`src/rtl/if_id_hazard_ctrl.sv`:
```
// ---------------------------------------------------------------------------
// if_id_hazard_ctrl
//
// Front-end hazard and sequencing controller for the 32-bit PA-RISC pipeline.
// Produces the PC / IF/ID load enables, the IF/ID synchronous flush, the ID/EX
// bubble request and the whole-pipe freeze. It resolves three event kinds, in
// priority order:
//   1. mem_busy      - the whole pipe holds (MEM_WAIT), with a timeout flag
//   2. branch_taken  - IF/ID is flushed and ID/EX bubbled for FLUSH_CYCLES
//   3. load_use      - one-cycle PC/IF/ID stall with an ID/EX bubble
// A saturating counter records every cycle the front end is not advancing.
//
// Optional feature (compile-time macro DELAY_SLOT_EN):
//   defined   - the delay-slot instruction sitting in ID during the branch
//               cycle proceeds unless branch_nullify=1 (ID_EX_nop follows
//               branch_nullify in that cycle only).
//   undefined - branch_nullify is ignored; every flush cycle bubbles ID/EX.
//
// Parameters:
//   FLUSH_CYCLES  cycles the flush/bubble is held after a taken branch (1..7)
//   MEM_TIMEOUT   consecutive mem_busy cycles before mem_timeout (1..255)
//   STALL_CNT_W   width of stall_count
//
// Ports:
//   clk            in   clock, rising edge
//   Reset          in   synchronous active-high reset
//   ID_rs1/ID_rs2  in   source registers of the instruction in ID
//   ID_rs1_used    in   ID instruction reads ID_rs1
//   ID_rs2_used    in   ID instruction reads ID_rs2
//   EX_load        in   instruction in EX is a load
//   EX_rd          in   destination register of the instruction in EX
//   branch_taken   in   branch resolved taken in EX this cycle
//   branch_nullify in   branch nullifies its delay slot (DELAY_SLOT_EN only)
//   mem_busy       in   data memory not ready
//   PC_LE          out  PC load enable
//   IF_ID_LE       out  IF/ID load enable
//   IF_ID_flush    out  IF/ID synchronous clear
//   ID_EX_nop      out  force ID/EX control to NOP
//   pipe_freeze    out  hold ID/EX, EX/MEM and MEM/WB
//   state          out  RUN=0, FLUSH=1, MEM_WAIT=2
//   stall_count    out  saturating count of non-advancing cycles
//   mem_timeout    out  sticky memory-wait timeout flag
// ---------------------------------------------------------------------------
module if_id_hazard_ctrl #(
  parameter int unsigned FLUSH_CYCLES = 1,
  parameter int unsigned MEM_TIMEOUT  = 15,
  parameter int unsigned STALL_CNT_W  = 16
) (
  input  logic                   clk,
  input  logic                   Reset,
  input  logic [4:0]             ID_rs1,
  input  logic [4:0]             ID_rs2,
  input  logic                   ID_rs1_used,
  input  logic                   ID_rs2_used,
  input  logic                   EX_load,
  input  logic [4:0]             EX_rd,
  input  logic                   branch_taken,
  input  logic                   branch_nullify,
  input  logic                   mem_busy,
  output logic                   PC_LE,
  output logic                   IF_ID_LE,
  output logic                   IF_ID_flush,
  output logic                   ID_EX_nop,
  output logic                   pipe_freeze,
  output logic [1:0]             state,
  output logic [STALL_CNT_W-1:0] stall_count,
  output logic                   mem_timeout
);

  typedef enum logic [1:0] {
    ST_RUN      = 2'd0,
    ST_FLUSH    = 2'd1,
    ST_MEM_WAIT = 2'd2
  } state_e;

  // The flush counter holds the number of flush cycles still to come after
  // the current one, so a branch loads FLUSH_CYCLES-1.
  localparam logic [2:0]             FLUSH_RELOAD = 3'(FLUSH_CYCLES - 1);
  localparam bit                     MULTI_FLUSH  = (FLUSH_CYCLES > 1);
  localparam logic [7:0]             TIMEOUT_VAL  = 8'(MEM_TIMEOUT);
  localparam logic [7:0]             WAIT_MAX     = 8'hFF;
  localparam logic [STALL_CNT_W-1:0] STALL_MAX    = {STALL_CNT_W{1'b1}};
  localparam logic [STALL_CNT_W-1:0] STALL_ONE    = {{(STALL_CNT_W-1){1'b0}}, 1'b1};

  state_e                   state_q,       state_d;
  state_e                   ret_state_q,   ret_state_d;
  logic [2:0]               flush_cnt_q,   flush_cnt_d;
  logic [7:0]               wait_cnt_q,    wait_cnt_d;
  logic [STALL_CNT_W-1:0]   stall_cnt_q,   stall_cnt_d;
  logic                     mem_timeout_q, mem_timeout_d;

  logic   load_use;
  state_e eff_state;

`ifndef DELAY_SLOT_EN
  // branch_nullify only matters when the delay slot is honoured.
  logic unused_branch_nullify;
  assign unused_branch_nullify = branch_nullify;
`endif

  // Load-use hazard detection; r0 is hard-wired to zero and never conflicts.
  always_comb begin
    load_use = 1'b0;
    if (EX_load && (EX_rd != 5'd0)) begin
      load_use = (ID_rs1_used && (ID_rs1 == EX_rd)) ||
                 (ID_rs2_used && (ID_rs2 == EX_rd));
    end else begin
      load_use = 1'b0;
    end
  end

  // State whose rules govern this cycle: after a memory wait the controller
  // behaves as the state it was interrupted in.
  always_comb begin
    eff_state = ST_RUN;
    case (state_q)
      ST_RUN:      eff_state = ST_RUN;
      ST_FLUSH:    eff_state = ST_FLUSH;
      ST_MEM_WAIT: begin
        if (ret_state_q == ST_FLUSH) begin
          eff_state = ST_FLUSH;
        end else begin
          eff_state = ST_RUN;
        end
      end
      default:     eff_state = ST_RUN;
    endcase
  end

  // Main sequencing: pipeline control outputs and next FSM state.
  always_comb begin
    PC_LE       = 1'b1;
    IF_ID_LE    = 1'b1;
    IF_ID_flush = 1'b0;
    ID_EX_nop   = 1'b0;
    pipe_freeze = 1'b0;
    state_d     = state_q;
    ret_state_d = ret_state_q;
    flush_cnt_d = flush_cnt_q;

    if (Reset) begin
      PC_LE       = 1'b0;
      IF_ID_LE    = 1'b0;
      IF_ID_flush = 1'b1;
      ID_EX_nop   = 1'b1;
      state_d     = ST_RUN;
      ret_state_d = ST_RUN;
      flush_cnt_d = 3'd0;
    end else if (mem_busy) begin
      // Full hold; the interrupted state and flush progress are kept.
      PC_LE       = 1'b0;
      IF_ID_LE    = 1'b0;
      pipe_freeze = 1'b1;
      state_d     = ST_MEM_WAIT;
      ret_state_d = eff_state;
    end else if (branch_taken) begin
      IF_ID_flush = 1'b1;
`ifdef DELAY_SLOT_EN
      ID_EX_nop   = branch_nullify;
`else
      ID_EX_nop   = 1'b1;
`endif
      flush_cnt_d = FLUSH_RELOAD;
      if (MULTI_FLUSH) begin
        state_d = ST_FLUSH;
      end else begin
        state_d = ST_RUN;
      end
    end else begin
      case (eff_state)
        ST_FLUSH: begin
          // load_use is irrelevant here: the ID instruction is being squashed.
          IF_ID_flush = 1'b1;
          ID_EX_nop   = 1'b1;
          if (flush_cnt_q != 3'd0) begin
            flush_cnt_d = flush_cnt_q - 3'd1;
          end else begin
            flush_cnt_d = 3'd0;
          end
          if (flush_cnt_q <= 3'd1) begin
            state_d = ST_RUN;
          end else begin
            state_d = ST_FLUSH;
          end
        end
        ST_RUN: begin
          if (load_use) begin
            PC_LE     = 1'b0;
            IF_ID_LE  = 1'b0;
            ID_EX_nop = 1'b1;
          end else begin
            PC_LE     = 1'b1;
            IF_ID_LE  = 1'b1;
          end
          state_d = ST_RUN;
        end
        default: begin
          state_d = ST_RUN;
        end
      endcase
    end
  end

  // Consecutive mem_busy counter (saturating) and sticky timeout flag.
  always_comb begin
    wait_cnt_d    = wait_cnt_q;
    mem_timeout_d = mem_timeout_q;
    if (Reset) begin
      wait_cnt_d    = 8'd0;
      mem_timeout_d = 1'b0;
    end else if (mem_busy) begin
      if (wait_cnt_q != WAIT_MAX) begin
        wait_cnt_d = wait_cnt_q + 8'd1;
      end else begin
        wait_cnt_d = WAIT_MAX;
      end
      if (wait_cnt_q == TIMEOUT_VAL) begin
        mem_timeout_d = 1'b1;
      end else begin
        mem_timeout_d = mem_timeout_q;
      end
    end else begin
      wait_cnt_d    = 8'd0;
      mem_timeout_d = mem_timeout_q;
    end
  end

  // Saturating count of cycles in which the front end does not advance.
  always_comb begin
    stall_cnt_d = stall_cnt_q;
    if (Reset) begin
      stall_cnt_d = {STALL_CNT_W{1'b0}};
    end else if ((!PC_LE || pipe_freeze) && (stall_cnt_q != STALL_MAX)) begin
      stall_cnt_d = stall_cnt_q + STALL_ONE;
    end else begin
      stall_cnt_d = stall_cnt_q;
    end
  end

  // State register; all reset handling is folded into the _d logic.
  always_ff @(posedge clk) begin
    state_q       <= state_d;
    ret_state_q   <= ret_state_d;
    flush_cnt_q   <= flush_cnt_d;
    wait_cnt_q    <= wait_cnt_d;
    stall_cnt_q   <= stall_cnt_d;
    mem_timeout_q <= mem_timeout_d;
  end

  assign state       = state_q;
  assign stall_count = stall_cnt_q;
  assign mem_timeout = mem_timeout_q;

endmodule
```
`config.mk`:
```
export PLATFORM = sky130hd
export DESIGN_NAME = if_id_hazard_ctrl
export DESIGN_NICKNAME = d
export VERILOG_FILES = /design/src/rtl/if_id_hazard_ctrl.sv
export SDC_FILE = /design/constraint.sdc
export NUM_CORES = 1
export LEC_CHECK = 0
export ABC_CLOCK_PERIOD_IN_PS = 4180
export CAP_MARGIN = 10
export CORE_ASPECT_RATIO = 2
export CORE_MARGIN = 2
export CORE_UTILIZATION = 40
export CTS_CLUSTER_SIZE = 40
export DETAILED_ROUTE_END_ITERATION = 10
export PLACE_DENSITY_LB_ADDON = 0.3
export SLEW_MARGIN = 30
export SYNTH_ARGS = -nofsm -noshare
export SYNTH_HDL_FRONTEND = slang
export SYNTH_SLANG_ARGS = --single-unit
```
`constraint.sdc`:
```
create_clock -name clk -period 4.18 [get_ports clk]
set_input_delay 1.045 -clock clk [delete_from_list [all_inputs] [get_ports clk]]
set_output_delay 1.045 -clock clk [all_outputs]
set_load 0.01 [all_outputs]
```
==> results of run 1 <==
[final timing paths]
kind,startpoint,slack (ps),cells after the start,endpoint
setup reg to reg,state[0],1580,8,stall_count[15]
hold / removal,mem_timeout,480,2,mem_timeout
setup / recovery,EX_rd[1],150,6,PC_LE
hold reg to reg,mem_timeout,480,2,mem_timeout
[metrics by stage]
stage | total power, mW | worst slack [ps] | hold slack (ps) | area (µm²) | instances
floorplan | 0.347 | 782 | 446 | 1620 | 195
CTS | 0.692 | 10.7 | 486 | 2250 | 297
detailed placement | 0.391 | 14.7 | 470 | 2130 | 289
global route | 0.714 | 41.7 | 520 | 2250 | 297
global placement | 0.389 | 23.0 | 460 | 2130 | 289
finish | 0.683 | 151 | 478 | 2250 | 297
[routing by layer]
metal	share of wire (%)	vias up
li1	-	815
met1	40	736
met2	55	32
met3	3.6	7
met4	1.5	0
met5	0	-
[layout make-up]
class                           instances  area (µm²)  area share (%)
Multi-Input combinational cell        146         913            40.5
Sequential cell                        31         621            27.5
Tap cell                               51        63.8            2.83
Timing Repair Buffer                   52         505            22.4
Clock inverter                          2        35.0            1.55
Clock buffer                            6        82.6            3.66
Inverter                                9        33.8            1.50
[kinds of logic (layout without fill, tap and decap cells)]
kind of cell / Yosys count / in the layout / share of synthesized area [%]
AND/OR/NAND/NOR: 71 / 71 / 24.5
AO/OA/AOI/OAI: 54 / 54 / 19.1
flip-flops: 31 / 31 / 38.3
buffers and inverters: 18 / 69 / 5.40
XOR/XNOR: 14 / 14 / 7.56
adder cells (fa/ha/maj): 6 / 6 / 4.63
multiplexers: 1 / 1 / 0.617
[cell usage after synthesis, types with 2 or more instances]
master,count
buf_4,3
inv_1,9
or2_2,2
nor2_1,13
xnor2_1,4
or3_1,12
a21oi_1,24
nand3_1,9
o31ai_1,4
dfxtp_1,31
o21bai_1,2
and4_1,3
clkbuf_1,4
a31oi_1,3
xor2_1,10
nand2_1,6
and3_1,4
or4_1,4
nand4_1,6
nor3_1,3
nor4_1,5
ha_1,6
o21ai_0,15
[what timing repair did]
action                     CTS  global route
buffers inserted             0             0
setup endpoints to repair    0             3
resized for setup            0             3
hold buffers                 0             0
[report_power, final]
part | internal, mW | switching (mW) | leakage [nW]
sequential | 0.300 | 0.00522 | 0.251
clock | 0.193 | 0.107 | 0.0612
combinational | 0.0449 | 0.0334 | 0.492
[sequential cells by signal, indices dropped and copies added (netlist names)]
register and flops:
stall_count 16, state 2, flush_cnt_q 3, mem_timeout 1, ret_state_q 1, wait_cnt_q 8
[worst register-to-register path: stages (launching register included)]
cell and delay (ps):
dfxtp_1 350, inv_1 50, ha_1 200, a21oi_2 220
o21bai_1 110, or3_1 380, o22a_1 500, or4_1 590
a21oi_1 140
==> impl_table.tex, run 1 <==
\begin{tabular}{lr}
\hline
Metric & Value \\
\hline
\multicolumn{2}{l}{\textbf{Outcome}} \\
\quad Outcome & completed \\
\multicolumn{2}{l}{\textbf{Layout}} \\
\quad Most common cell after layout, fill and taps aside & clkdlybuf4s50\_1 \\
\quad Commonest non-fill, non-tap cells in the layout & clkdlybuf4s50\_1 (44), dfxtp\_1 (31), a21oi\_1 (24) \\
\quad Number of inserted filler cells in the final layout & 386 \\
\quad Post-layout net count & between 200 and 300 \\
\quad Core utilization of the finished layout & 58.1\% \\
\quad Area added between synthesis and finish & 39.0\% \\
\quad Inserted Diodes & 0 \\
\quad Layout cell share with drive strength beyond 1 & 7.32\% \\
\multicolumn{2}{l}{\textbf{Worst setup path}} \\
\quad Critical path required time & 3130 ps \\
\quad Startpoint-to-endpoint class of the critical path & in -> out \\
\quad Kind of cell adding the most delay to the critical path & buffers and inverters \\
\quad Endpoint type of the worst setup path & output port \\
\quad Critical path launch point type & input port \\
\quad Number of buffers and inverters on the critical path & 2 \\
\quad Crit path cell chain & clkdlybuf4s50\_1, or4\_1, o21ai\_1, nor2\_1, a21boi\_1, clkdlybuf4s50\_1 \\
\quad Max stage delay cell, worst path & clkdlybuf4s50\_1 \\
\quad Cell repeated most along the worst path & clkdlybuf4s50\_1 \\
\quad Largest fanout on the critical path & 2 \\
\quad Delay of the slowest critical-path stage & 560 ps \\
\quad Data arrival time of the worst path & 2980 ps \\
\multicolumn{2}{l}{\textbf{Timing}} \\
\quad Final hold viol count & 0 \\
\quad Transition time at the pin with the least slew margin & 840 ps \\
\quad Worst max-slew margin expressed relative to the limit & between 40\% and 50\% \\
\quad Ratio of final minimum period to clock period & 96.4\% \\
\quad Clock period minus worst slack & 4030 ps \\
\quad Final Slew Violations & 0 \\
\quad Highest Clock Rate & 248 MHz \\
\quad Number of setup violations in the final report & 0 \\
\quad Unrepaired setup endpoints after global routing & false \\
\quad Fin Setup TNS & 0 ps \\
\quad Setup clock skew after layout & 1.75 ps \\
\multicolumn{2}{l}{\textbf{Floorplan}} \\
\quad Number of rows created at floorplan & 32 \\
\quad Starting density of the core & 41.8\% \\
\quad IO Pins & 47 \\
\quad Core area & 3880 µm² \\
\quad DIE WIDTH & 49.0 µm \\
\quad Area of the die & 4610 µm² \\
\quad Height of the die & 94.0 µm \\
\multicolumn{2}{l}{\textbf{Yosys}} \\
\quad Cell count after synthesis & 195 \\
\quad Avg Synthesized Cell Area & 8.32 µm² \\
\quad Proportion of synthesized flip-flops having asynchronous set or reset & 0\% \\
\quad Cells taking the most area after synthesis & dfxtp\_1 (38\%), a21oi\_1 (7.4\%), xor2\_1 (5.4\%) \\
\quad Area share of the largest cell type after synthesis & between 30\% and 40\% \\
\quad Synthesized flop and latch total & 31 \\
\quad Post-synth net total & 224 \\
\quad Library cells used by synthesis & 36 \\
\quad Most common flop cell mapped by yosys & dfxtp\_1 \\
\quad Share of the yosys chip area belonging to registers & 38.3\% \\
\quad Post-synth top area cell & dfxtp\_1 \\
\quad Number of enable flip-flop cells after synthesis & 0 \\
\quad Post-Synthesis Cell Area & 1620 µm² \\
\quad Count of synthesis-stage warnings from yosys & 0 \\
\multicolumn{2}{l}{\textbf{Global route}} \\
\quad Maximum number of pins on one net before global-route repair & 31 \\
\quad Global-route wire length before repair & between 6000 and 7000 µm \\
\quad Global routing usage on met2 & 34.4\% \\
\quad Number of antenna violations at the first check in global routing & 0 \\
\quad Congestion Overflow GR & 0 \\
\quad Total Routing Usage GR & 18.2\% \\
\quad GRT Max-Usage Layer & met2 \\
\quad Met1 capacity usage during global routing & 19.0\% \\
\quad Via count of the first global-routing pass & 1479 \\
\quad GR met3 Demand/Resource & 3.34\% \\
\multicolumn{2}{l}{\textbf{Hold path}} \\
\quad Worst min-delay path class & reg -> reg \\
\multicolumn{2}{l}{\textbf{Place}} \\
\quad Last weighted congestion value of the routability-driven placer & 0.735 \\
\quad Post-DP HPWL & 2860 µm \\
\quad Number of input and output port buffers inserted & 45 \\
\multicolumn{2}{l}{\textbf{Detailed routing}} \\
\quad Initial DRT Pass Iterations & 4 \\
\quad Overall routed net length & between 3000 and 4000 µm \\
\quad Number of nets with antenna violations after routing & 0 \\
\quad Avg Vias per Cell & 5.35 \\
\quad Detail-routed net length per standard cell & between 10 and 15 µm \\
\quad Number of remaining DRC errors & 0 \\
\quad DRC marker count from the first detailed-route iteration & 38 \\
\quad Via count & 1590 \\
\multicolumn{2}{l}{\textbf{Power}} \\
\quad PD cells & 303 nW/µm² \\
\quad Leakage power figure & 0.804 nW \\
\quad Largest voltage drop on the vdd net & 0.000230 V \\
\multicolumn{2}{l}{\textbf{Clock tree}} \\
\quad Clock tree from TritonCTS & done \\
\quad Worst-skew pair later-pin latency & 280 ps \\
\quad Clock-pin slew on the worst setup and hold paths & around 60 ps \\
\quad Total clock sinks & 31 \\
\quad CTS Buffer Depth & 2 \\
\quad Clock root buffer & clkbuf\_8 \\
\quad H-tree levels & 2 \\
\quad TritonCTS buffer count & 5 \\
\multicolumn{2}{l}{\textbf{Job}} \\
\quad Number of maximum-capacitance constraint violations & 0 \\
\hline
\end{tabular}
Note: power is estimated with default switching activity, not from simulation.
==> run 2, diff against run 1 <==
- CTS_CLUSTER_DIAMETER: default -> 50
- HOLD_SLACK_MARGIN: default -> 0.08
- SLEW_MARGIN: 30 -> 20
==> results of run 2 <==
Final layout, timing and power as in run 1 (identical DEF).
